### config.mk
export PLATFORM = sky130hd
export DESIGN_NAME = whiz_line_renderer_flat
export DESIGN_NICKNAME = d
export VERILOG_FILES = /design/src/rtl/whiz_line_renderer_if.sv /design/src/rtl/whiz_line_renderer.sv /design/src/flat_wrapper.sv
export SDC_FILE = /design/constraint.sdc
export NUM_CORES = 1
export LEC_CHECK = 0
export ABC_AREA = 1
export BUFFER_PORTS_ARGS = -buffer_cell sky130_fd_sc_hd__buf_2
export CAP_MARGIN = 20
export CELL_PAD_IN_SITES_DETAIL_PLACEMENT = 0
export CELL_PAD_IN_SITES_GLOBAL_PLACEMENT = 1
export CORE_UTILIZATION = 43
export DETAILED_ROUTE_END_ITERATION = 12
export GPL_ROUTABILITY_DRIVEN = 1
export GPL_TIMING_DRIVEN = 0
export PLACE_DENSITY = 0.91
export SYNTH_ARGS = -nofsm -noshare
export SYNTH_HDL_FRONTEND = slang
export SYNTH_SLANG_ARGS = --single-unit
export TNS_END_PERCENT = 100
### constraint.sdc
create_clock -name clk -period 2.6 [get_ports clk]
set_input_delay 0.13 -clock clk [delete_from_list [all_inputs] [get_ports clk]]
set_output_delay 0.13 -clock clk [all_outputs]
set_load 0.01 [all_outputs]
### src/rtl/whiz_line_renderer_if.sv
// whiz_line_renderer_if: VRAM read port and pixel stream between the renderer and its neighbours
//   vram_req/vram_addr/vram_ack/vram_rdata : read request, held until ack
//   pix_valid/pix_ready/pix_data/pix_x     : one pixel per accepted beat
//   master = renderer side, slave = VRAM arbiter / line buffer side
interface whiz_line_renderer_if #(
    parameter int ADDR_W = 13
);
    logic              vram_req;
    logic [ADDR_W-1:0] vram_addr;
    logic              vram_ack;
    logic [7:0]        vram_rdata;
    logic              pix_valid;
    logic              pix_ready;
    logic [1:0]        pix_data;
    logic [7:0]        pix_x;

    modport master (
        output vram_req, vram_addr, pix_valid, pix_data, pix_x,
        input  vram_ack, vram_rdata, pix_ready
    );

    modport slave (
        input  vram_req, vram_addr, pix_valid, pix_data, pix_x,
        output vram_ack, vram_rdata, pix_ready
    );
endinterface

### src/rtl/whiz_line_renderer.sv
// whiz_line_renderer: scrolled 2bpp tile scanline renderer fetching map/tile bytes over a req/ack VRAM port
//   clk, reset (async, active low)
//   bus       : whiz_line_renderer_if.master (VRAM req/ack port and pixel valid/ready stream)
//   drawline  : start pulse; line_num, scroll_x, scroll_y (and bgp) are sampled with it
//   busy      : line in progress; line_done: one-cycle end-of-line pulse
//   Optional palette mapping through bgp when WHIZ_LINE_PALETTE_EN is defined.
module whiz_line_renderer #(
    parameter int                LINE_WIDTH = 160,
    parameter int                LINES      = 144,
    parameter int                MAP_TILES  = 32,
    parameter int                ADDR_W     = 13,
    parameter logic [ADDR_W-1:0] MAP_BASE   = 13'h1800,
    parameter logic [ADDR_W-1:0] TILE_BASE  = 13'h0000
) (
    input  logic                        clk,
    input  logic                        reset,
    whiz_line_renderer_if.master        bus,
    input  logic                        drawline,
    input  logic [7:0]                  line_num,
    input  logic [7:0]                  scroll_x,
    input  logic [7:0]                  scroll_y,
`ifdef WHIZ_LINE_PALETTE_EN
    input  logic [7:0]                  bgp,
`endif
    output logic                        busy,
    output logic                        line_done
);
    localparam int PW = $clog2(MAP_TILES * 8);

    typedef enum logic [2:0] {IDLE, MAP, LO, HI, EMIT, DONE} state_t;

    state_t            state;
    logic [7:0]        ln, sx, sy, idx, lo, hi, px;
    logic              vram_req, pix_valid;
    logic [ADDR_W-1:0] vram_addr;
    logic [1:0]        pix_data;
    logic [PW-1:0]     y, xm;
    logic [2:0]        nfine;
    logic [ADDR_W-1:0] map_addr, tile_addr;
    logic              last;
`ifdef WHIZ_LINE_PALETTE_EN
    logic [7:0]        pal;
`endif

    assign bus.vram_req  = vram_req;
    assign bus.vram_addr = vram_addr;
    assign bus.pix_valid = pix_valid;
    assign bus.pix_data  = pix_data;
    assign bus.pix_x     = px;

    // Pixel-space coordinates wrap at the map size, so truncating to PW bits is the modulo.
    assign y         = PW'(int'(ln) + int'(sy));
    assign xm        = PW'(int'(px) + int'(sx));
    assign map_addr  = ADDR_W'(int'(MAP_BASE) + int'(y >> 3) * MAP_TILES + int'(xm >> 3));
    assign tile_addr = ADDR_W'(int'(TILE_BASE) + int'(idx) * 16 + int'(y[2:0]) * 2);
    assign last      = int'(px) + 1 >= LINE_WIDTH;
    assign nfine     = xm[2:0] + 3'd1;

    // Bit 7 of each plane byte is the leftmost pixel, hence the ~f index.
    function automatic logic [1:0] shade(input logic [7:0] h, input logic [7:0] l, input logic [2:0] f);
        logic [1:0] c;
        c = {h[~f], l[~f]};
`ifdef WHIZ_LINE_PALETTE_EN
        return pal[{c, 1'b0} +: 2];
`else
        return c;
`endif
    endfunction

    // A request is raised on the first cycle in MAP/LO/HI (req still low) and the state
    // advances on ack, so req is never re-raised in the ack cycle.
    always_ff @(posedge clk or negedge reset) begin
        if (!reset) begin
            state     <= IDLE;
            ln        <= '0;
            sx        <= '0;
            sy        <= '0;
            idx       <= '0;
            lo        <= '0;
            hi        <= '0;
            px        <= '0;
            vram_req  <= 1'b0;
            vram_addr <= '0;
            pix_valid <= 1'b0;
            pix_data  <= '0;
            busy      <= 1'b0;
            line_done <= 1'b0;
`ifdef WHIZ_LINE_PALETTE_EN
            pal       <= '0;
`endif
        end else begin
            case (state)
                IDLE: if (drawline) begin
                    ln <= line_num;
                    sx <= scroll_x;
                    sy <= scroll_y;
                    px <= '0;
`ifdef WHIZ_LINE_PALETTE_EN
                    pal <= bgp;
`endif
                    if (int'(line_num) >= LINES) begin
                        line_done <= 1'b1;
                        state     <= DONE;
                    end else begin
                        busy  <= 1'b1;
                        state <= MAP;
                    end
                end
                MAP: if (!vram_req) begin
                    vram_req  <= 1'b1;
                    vram_addr <= map_addr;
                end else if (bus.vram_ack) begin
                    vram_req <= 1'b0;
                    idx      <= bus.vram_rdata;
                    state    <= LO;
                end
                LO: if (!vram_req) begin
                    vram_req  <= 1'b1;
                    vram_addr <= tile_addr;
                end else if (bus.vram_ack) begin
                    vram_req <= 1'b0;
                    lo       <= bus.vram_rdata;
                    state    <= HI;
                end
                HI: if (!vram_req) begin
                    vram_req  <= 1'b1;
                    vram_addr <= tile_addr + 1'b1;
                end else if (bus.vram_ack) begin
                    vram_req  <= 1'b0;
                    hi        <= bus.vram_rdata;
                    pix_valid <= 1'b1;
                    pix_data  <= shade(bus.vram_rdata, lo, xm[2:0]);
                    state     <= EMIT;
                end
                EMIT: if (bus.pix_ready) begin
                    px <= px + 8'd1;
                    if (last) begin
                        pix_valid <= 1'b0;
                        busy      <= 1'b0;
                        line_done <= 1'b1;
                        state     <= DONE;
                    end else if (nfine == 3'd0) begin
                        pix_valid <= 1'b0;
                        state     <= MAP;
                    end else begin
                        pix_data <= shade(hi, lo, nfine);
                    end
                end
                DONE: begin
                    line_done <= 1'b0;
                    px        <= '0;
                    state     <= IDLE;
                end
                default: state <= IDLE;
            endcase
        end
    end
endmodule

### src/flat_wrapper.sv
// flat-port wrapper written by rule: the top's interface ports become plain ports
module whiz_line_renderer_flat 
#(
    parameter int                LINE_WIDTH = 160,
    parameter int                LINES      = 144,
    parameter int                MAP_TILES  = 32,
    parameter int                ADDR_W     = 13,
    parameter logic [ADDR_W-1:0] MAP_BASE   = 13'h1800,
    parameter logic [ADDR_W-1:0] TILE_BASE  = 13'h0000
)
  (clk, reset, drawline, line_num, scroll_x, scroll_y, busy, line_done, bus_vram_req, bus_vram_addr, bus_pix_valid, bus_pix_data, bus_pix_x, bus_vram_ack, bus_vram_rdata, bus_pix_ready);
  whiz_line_renderer_if #(.ADDR_W(ADDR_W)) bus_i ();
  input  logic clk;
  input  logic reset;
  input  logic drawline;
  input  logic [7:0] line_num;
  input  logic [7:0] scroll_x;
  input  logic [7:0] scroll_y;
  output logic busy;
  output logic line_done;
  output wire logic [$bits(bus_i.vram_req)-1:0] bus_vram_req;
  output wire logic [$bits(bus_i.vram_addr)-1:0] bus_vram_addr;
  output wire logic [$bits(bus_i.pix_valid)-1:0] bus_pix_valid;
  output wire logic [$bits(bus_i.pix_data)-1:0] bus_pix_data;
  output wire logic [$bits(bus_i.pix_x)-1:0] bus_pix_x;
  input wire logic [$bits(bus_i.vram_ack)-1:0] bus_vram_ack;
  input wire logic [$bits(bus_i.vram_rdata)-1:0] bus_vram_rdata;
  input wire logic [$bits(bus_i.pix_ready)-1:0] bus_pix_ready;
  assign bus_vram_req = bus_i.vram_req;
  assign bus_vram_addr = bus_i.vram_addr;
  assign bus_pix_valid = bus_i.pix_valid;
  assign bus_pix_data = bus_i.pix_data;
  assign bus_pix_x = bus_i.pix_x;
  assign bus_i.vram_ack = bus_vram_ack;
  assign bus_i.vram_rdata = bus_vram_rdata;
  assign bus_i.pix_ready = bus_pix_ready;
  whiz_line_renderer #(.LINE_WIDTH(LINE_WIDTH), .LINES(LINES), .MAP_TILES(MAP_TILES), .ADDR_W(ADDR_W), .MAP_BASE(MAP_BASE), .TILE_BASE(TILE_BASE)) u_core (.clk(clk), .reset(reset), .bus(bus_i), .drawline(drawline), .line_num(line_num), .scroll_x(scroll_x), .scroll_y(scroll_y), .busy(busy), .line_done(line_done));
endmodule
==> results by group <==
Run status
  • Status: complete, no violations

Routing
  • Post-route ant nets: 0
  • Final WL: 10400 µm
  • Via count: 3811
  • Residual DRC: 0
  • DR vias/cell: 5.09
  • WL per Instance: 13.8 µm
  • DRT iter0 DRCs: 177
  • Drt pass-1 iters: 4

STA
  • Setup TNS Final: 0 ns
  • Smallest hold slack: 0.00804 ns
  • Worst-margin pin slew: 0.456 ns
  • Tmin final: 2.39 ns
  • Clock Skew: 0.0138 ns
  • Unrepaired setup endpoints after global routing: no
  • Fmax achieved: 0.419 GHz
  • Final Hold Violating Endpoints: 0
  • Final period util: 0.917
  • Slew Limit Headroom: 0.696
  • Max Transition Viols Final: 0
  • Setup violators final: 0

Layout
  • Nets: 669
  • Final Util: 0.529
  • Layout cell share with drive strength beyond 1: 0.232
  • Fill count: 943
  • Area Growth Syn to Fin: 18.3%
  • ANT cells: 0

Critical path
  • Worst Path Arrival: 2.62 ns
  • Critical path class: reg2reg
  • CP endpoint kind: register
  • Crit path required time: 2.84 ns
  • CP Launch Type: register
  • Crit path max fanout: 6

Global routing
  • First-pass GRT wire length: 17300 µm
  • Gr usage total: 0.211
  • Vias in the first global route: 3687
  • Pin count of the biggest net entering global routing: 46
  • Grt total ovfl: 0
  • Antenna violations before repair: 0

Placed design
  • Routability congestion estimate: 0.895
  • Number of buffers added on ports: 63
  • DPL Wire Length: 7910 µm

Floorplanning
  • Die area: 10600 µm²
  • IO Count: 64
  • Starting Density: 0.447
  • Row count: 36
  • Die Height: 103 µm
  • Core area: 9820 µm²
  • Die width: 103 µm

Pwr
  • Int Pwr: 3.67 mW
  • Sequential share of power: 0.316
  • Sw Ratio: 0.455
  • Clock network power share: 0.120
  • NetSw: 3.06 mW
  • Power share of the combinational group: 0.564
  • Power Total: 6.73 mW
  • LEAKAGE: 2.68 nW
  • Worst vdd ir: 0.000581 V
  • Pwr Density: 1300 nW/µm²

Synth
  • Synth Area in Compound Gates: 0.155
  • Synthesized flop and latch total: 78
  • Xor and xnor area share after synthesis: 0.0120
  • Syn nets: 583
  • Area share of fa/ha/maj cells after synthesis: 0.0604
  • Main combinational cell family by area after synthesis: simple AND/OR/NAND/NOR gates
  • Synth Cell Area: 4390 µm²
  • Fraction of the yosys area taken by sequential cells: 0.445
  • Synth warnings: 0
  • Mapped Cells: 526
  • Cell variety after synth: 36
  • Mean Syn Cell Area: 8.35 µm²
  • Mux cell area share after synthesis: 0.0487
  • Synth Area in Simple Gates: 0.207

Clock network
  • Worst-Skew Late Latency: 0.35 ns
  • H-tree level count: 3
  • CTS Buf Count: 9
  • CTS Root Cell: clkbuf_8
  • CTS Buffer Depth: 2
  • CTS tree: yes
  • Register clock-pin slew on the reported worst setup and hold paths: 0.08 ns
  • Number of clock sinks: 78

Worst hold path
  • Worst Hold Class: in2reg

Job
  • Max Cap Viol: 0
routing by layer:
layer | GRT usage | share of wire | vias to the layer above
met5 | 0 | 0 | -
li1 | - | - | 1922
met3 | 0.0353 | 0.039 | 16
met1 | 0.280 | 0.48 | 1781
met2 | 0.355 | 0.46 | 92
met4 | 0.0618 | 0.015 | 0
path summary, 6_finish.rpt:
check	from	endpoint	slack (ns)	cells past startpoint
hold reg to reg	u_core.idx[5]$_DFFE_PN0P_	u_core.idx[5]$_DFFE_PN0P_	0.49	2
hold / removal	scroll_x[6]	u_core.sx[6]$_DFFE_PN0P_	0.008	2
min in group asynchronous	reset	u_core.sx[6]$_DFFE_PN0P_	0.26	2
setup reg to reg	u_core.bus.pix_x[0]$_DFFE_PN0P_	u_core.bus.pix_data[0]$_DFFE_PN0P_	0.21	13
setup / recovery	u_core.bus.pix_x[0]$_DFFE_PN0P_	u_core.bus.pix_data[0]$_DFFE_PN0P_	0.21	13
max in group asynchronous	reset	u_core.bus.pix_x[0]$_DFFE_PN0P_	1.76	3
sequential cells by signal (all words and copies together), names as in the netlist:
signal,count
u_core.busy,1
u_core.sy,8
u_core.lo,8
u_core.bus.pix_data,2
u_core.bus.pix_x,8
u_core.bus.pix_valid,1
u_core.bus.vram_addr,13
u_core.state,3
u_core.line_done,1
u_core.ln,8
u_core.bus.vram_req,1
u_core.hi,8
u_core.idx,8
u_core.sx,8
synth_stat cells:
| cell type | instances | area share |
|---|---|---|
| o22ai_1 | 3 | 0.0043 |
| nand3_2 | 2 | 0.0046 |
| a21o_1 | 4 | 0.0068 |
| nand2_2 | 3 | 0.0043 |
| inv_1 | 55 | 0.047 |
| or2_1 | 1 | 0.0014 |
| xor2_1 | 5 | 0.010 |
| o21ai_0 | 61 | 0.070 |
| or2_2 | 1 | 0.0014 |
| nor3_1 | 3 | 0.0034 |
| a31o_2 | 2 | 0.0040 |
| buf_6 | 3 | 0.0077 |
| ha_1 | 18 | 0.051 |
| nand4_1 | 7 | 0.010 |
| fa_1 | 2 | 0.0091 |
| clkbuf_1 | 1 | 0.00085 |
| nor2_4 | 3 | 0.0077 |
| mux2_2 | 19 | 0.049 |
| buf_4 | 3 | 0.0051 |
| nor2_1 | 31 | 0.027 |
| nor3_4 | 1 | 0.0037 |
| buf_2 | 7 | 0.0080 |
| nor3b_2 | 1 | 0.0028 |
| o211ai_1 | 2 | 0.0034 |
| and2_1 | 1 | 0.0014 |
| o21ai_1 | 5 | 0.0057 |
| o21ai_2 | 8 | 0.016 |
| xnor2_1 | 1 | 0.0020 |
| nand3b_1 | 3 | 0.0051 |
| dfrtp_1 | 78 | 0.44 |
| nand3_1 | 23 | 0.026 |
| nand2_1 | 125 | 0.11 |
| a21oi_1 | 35 | 0.040 |
| a31oi_1 | 4 | 0.0057 |
| nor2_2 | 1 | 0.0014 |
| inv_2 | 4 | 0.0034 |
final cells by class:
cell class | count | area (µm²) | share of cell area
Sequential cell | 78 | 1950 | 0.376
Multi-Input combinational cell | 375 | 2140 | 0.412
Inverter | 59 | 224 | 0.0431
Clock inverter | 4 | 23.8 | 0.00458
Timing Repair Buffer | 75 | 450 | 0.0867
Clock buffer | 11 | 141 | 0.0272
Buffer | 14 | 95.1 | 0.0183
Tap cell | 133 | 166 | 0.0320
worst max-delay path, cell delays in order (launching register included):
cell	delay, ns
dfrtp_2	0.39
ha_1	0.17
inv_1	0.07
fa_2	0.58
inv_4	0.07
ha_1	0.19
nand3b_1	0.17
and2_1	0.22
nand3_1	0.09
nand2_1	0.06
inv_1	0.05
nand2_1	0.10
nand2_1	0.07
o21ai_1	0.06
cell families after synthesis:
| family | after synthesis |
|---|---|
| compound gates | 124 |
| xor+xnor | 6 |
| fa+ha+maj | 20 |
| buf+inv | 73 |
| flops | 78 |
| mux | 19 |
| simple gates | 206 |
through the flow:
| stage | cell area [µm²] | setup WS, ns | std cells |
|---|---|---|---|
| 3_3_place_gp | 4870 | -0.282 | 722 |
| 6_report | 5190 | 0.215 | 749 |
| 2_1_floorplan | 4390 | 0.172 | 526 |
| 5_1_grt | 5190 | 0.00188 | 749 |
| 3_5_place_dp | 4900 | -0.249 | 723 |
| 4_1_cts | 5170 | 0.0434 | 748 |
layout by cell type (no fill, tap or decap), types with 5 or more instances in the layout:
cell,Yosys,routed
nand2_1,125,125
dfrtp_1,78,76
buf_2,7,69
o21ai_0,61,60
inv_1,55,54
a21oi_1,35,35
nor2_1,31,31
nand3_1,23,23
mux2_2,19,19
ha_1,18,17
clkbuf_8,0,10
dlygate4sd3_1,0,9
o21ai_2,8,8
nand4_1,7,7
buf_4,3,6
o21ai_1,5,6
xor2_1,5,5
power by group through the flow:
stage / registers, mW / clock network (mW) / logic (mW)
floorplan: 2.11 / 0 / 2.71
global placement: 2.13 / 0 / 3.56
detailed placement: 2.15 / 0 / 3.63
CTS: 2.14 / 0.828 / 3.71
global route: 2.19 / 0.868 / 4.31
finish: 2.13 / 0.807 / 3.79
repair_timing:
action                                  in CTS  in global routing
hold buffers                                 9                  0
gates resized for setup                      5                  3
pin swaps                                    1                  0
buffers inserted                             1                  1
hold endpoints to repair                    41                  0
endpoints found under the setup margin       4                  2
Note: power is estimated with default switching activity, not from simulation.
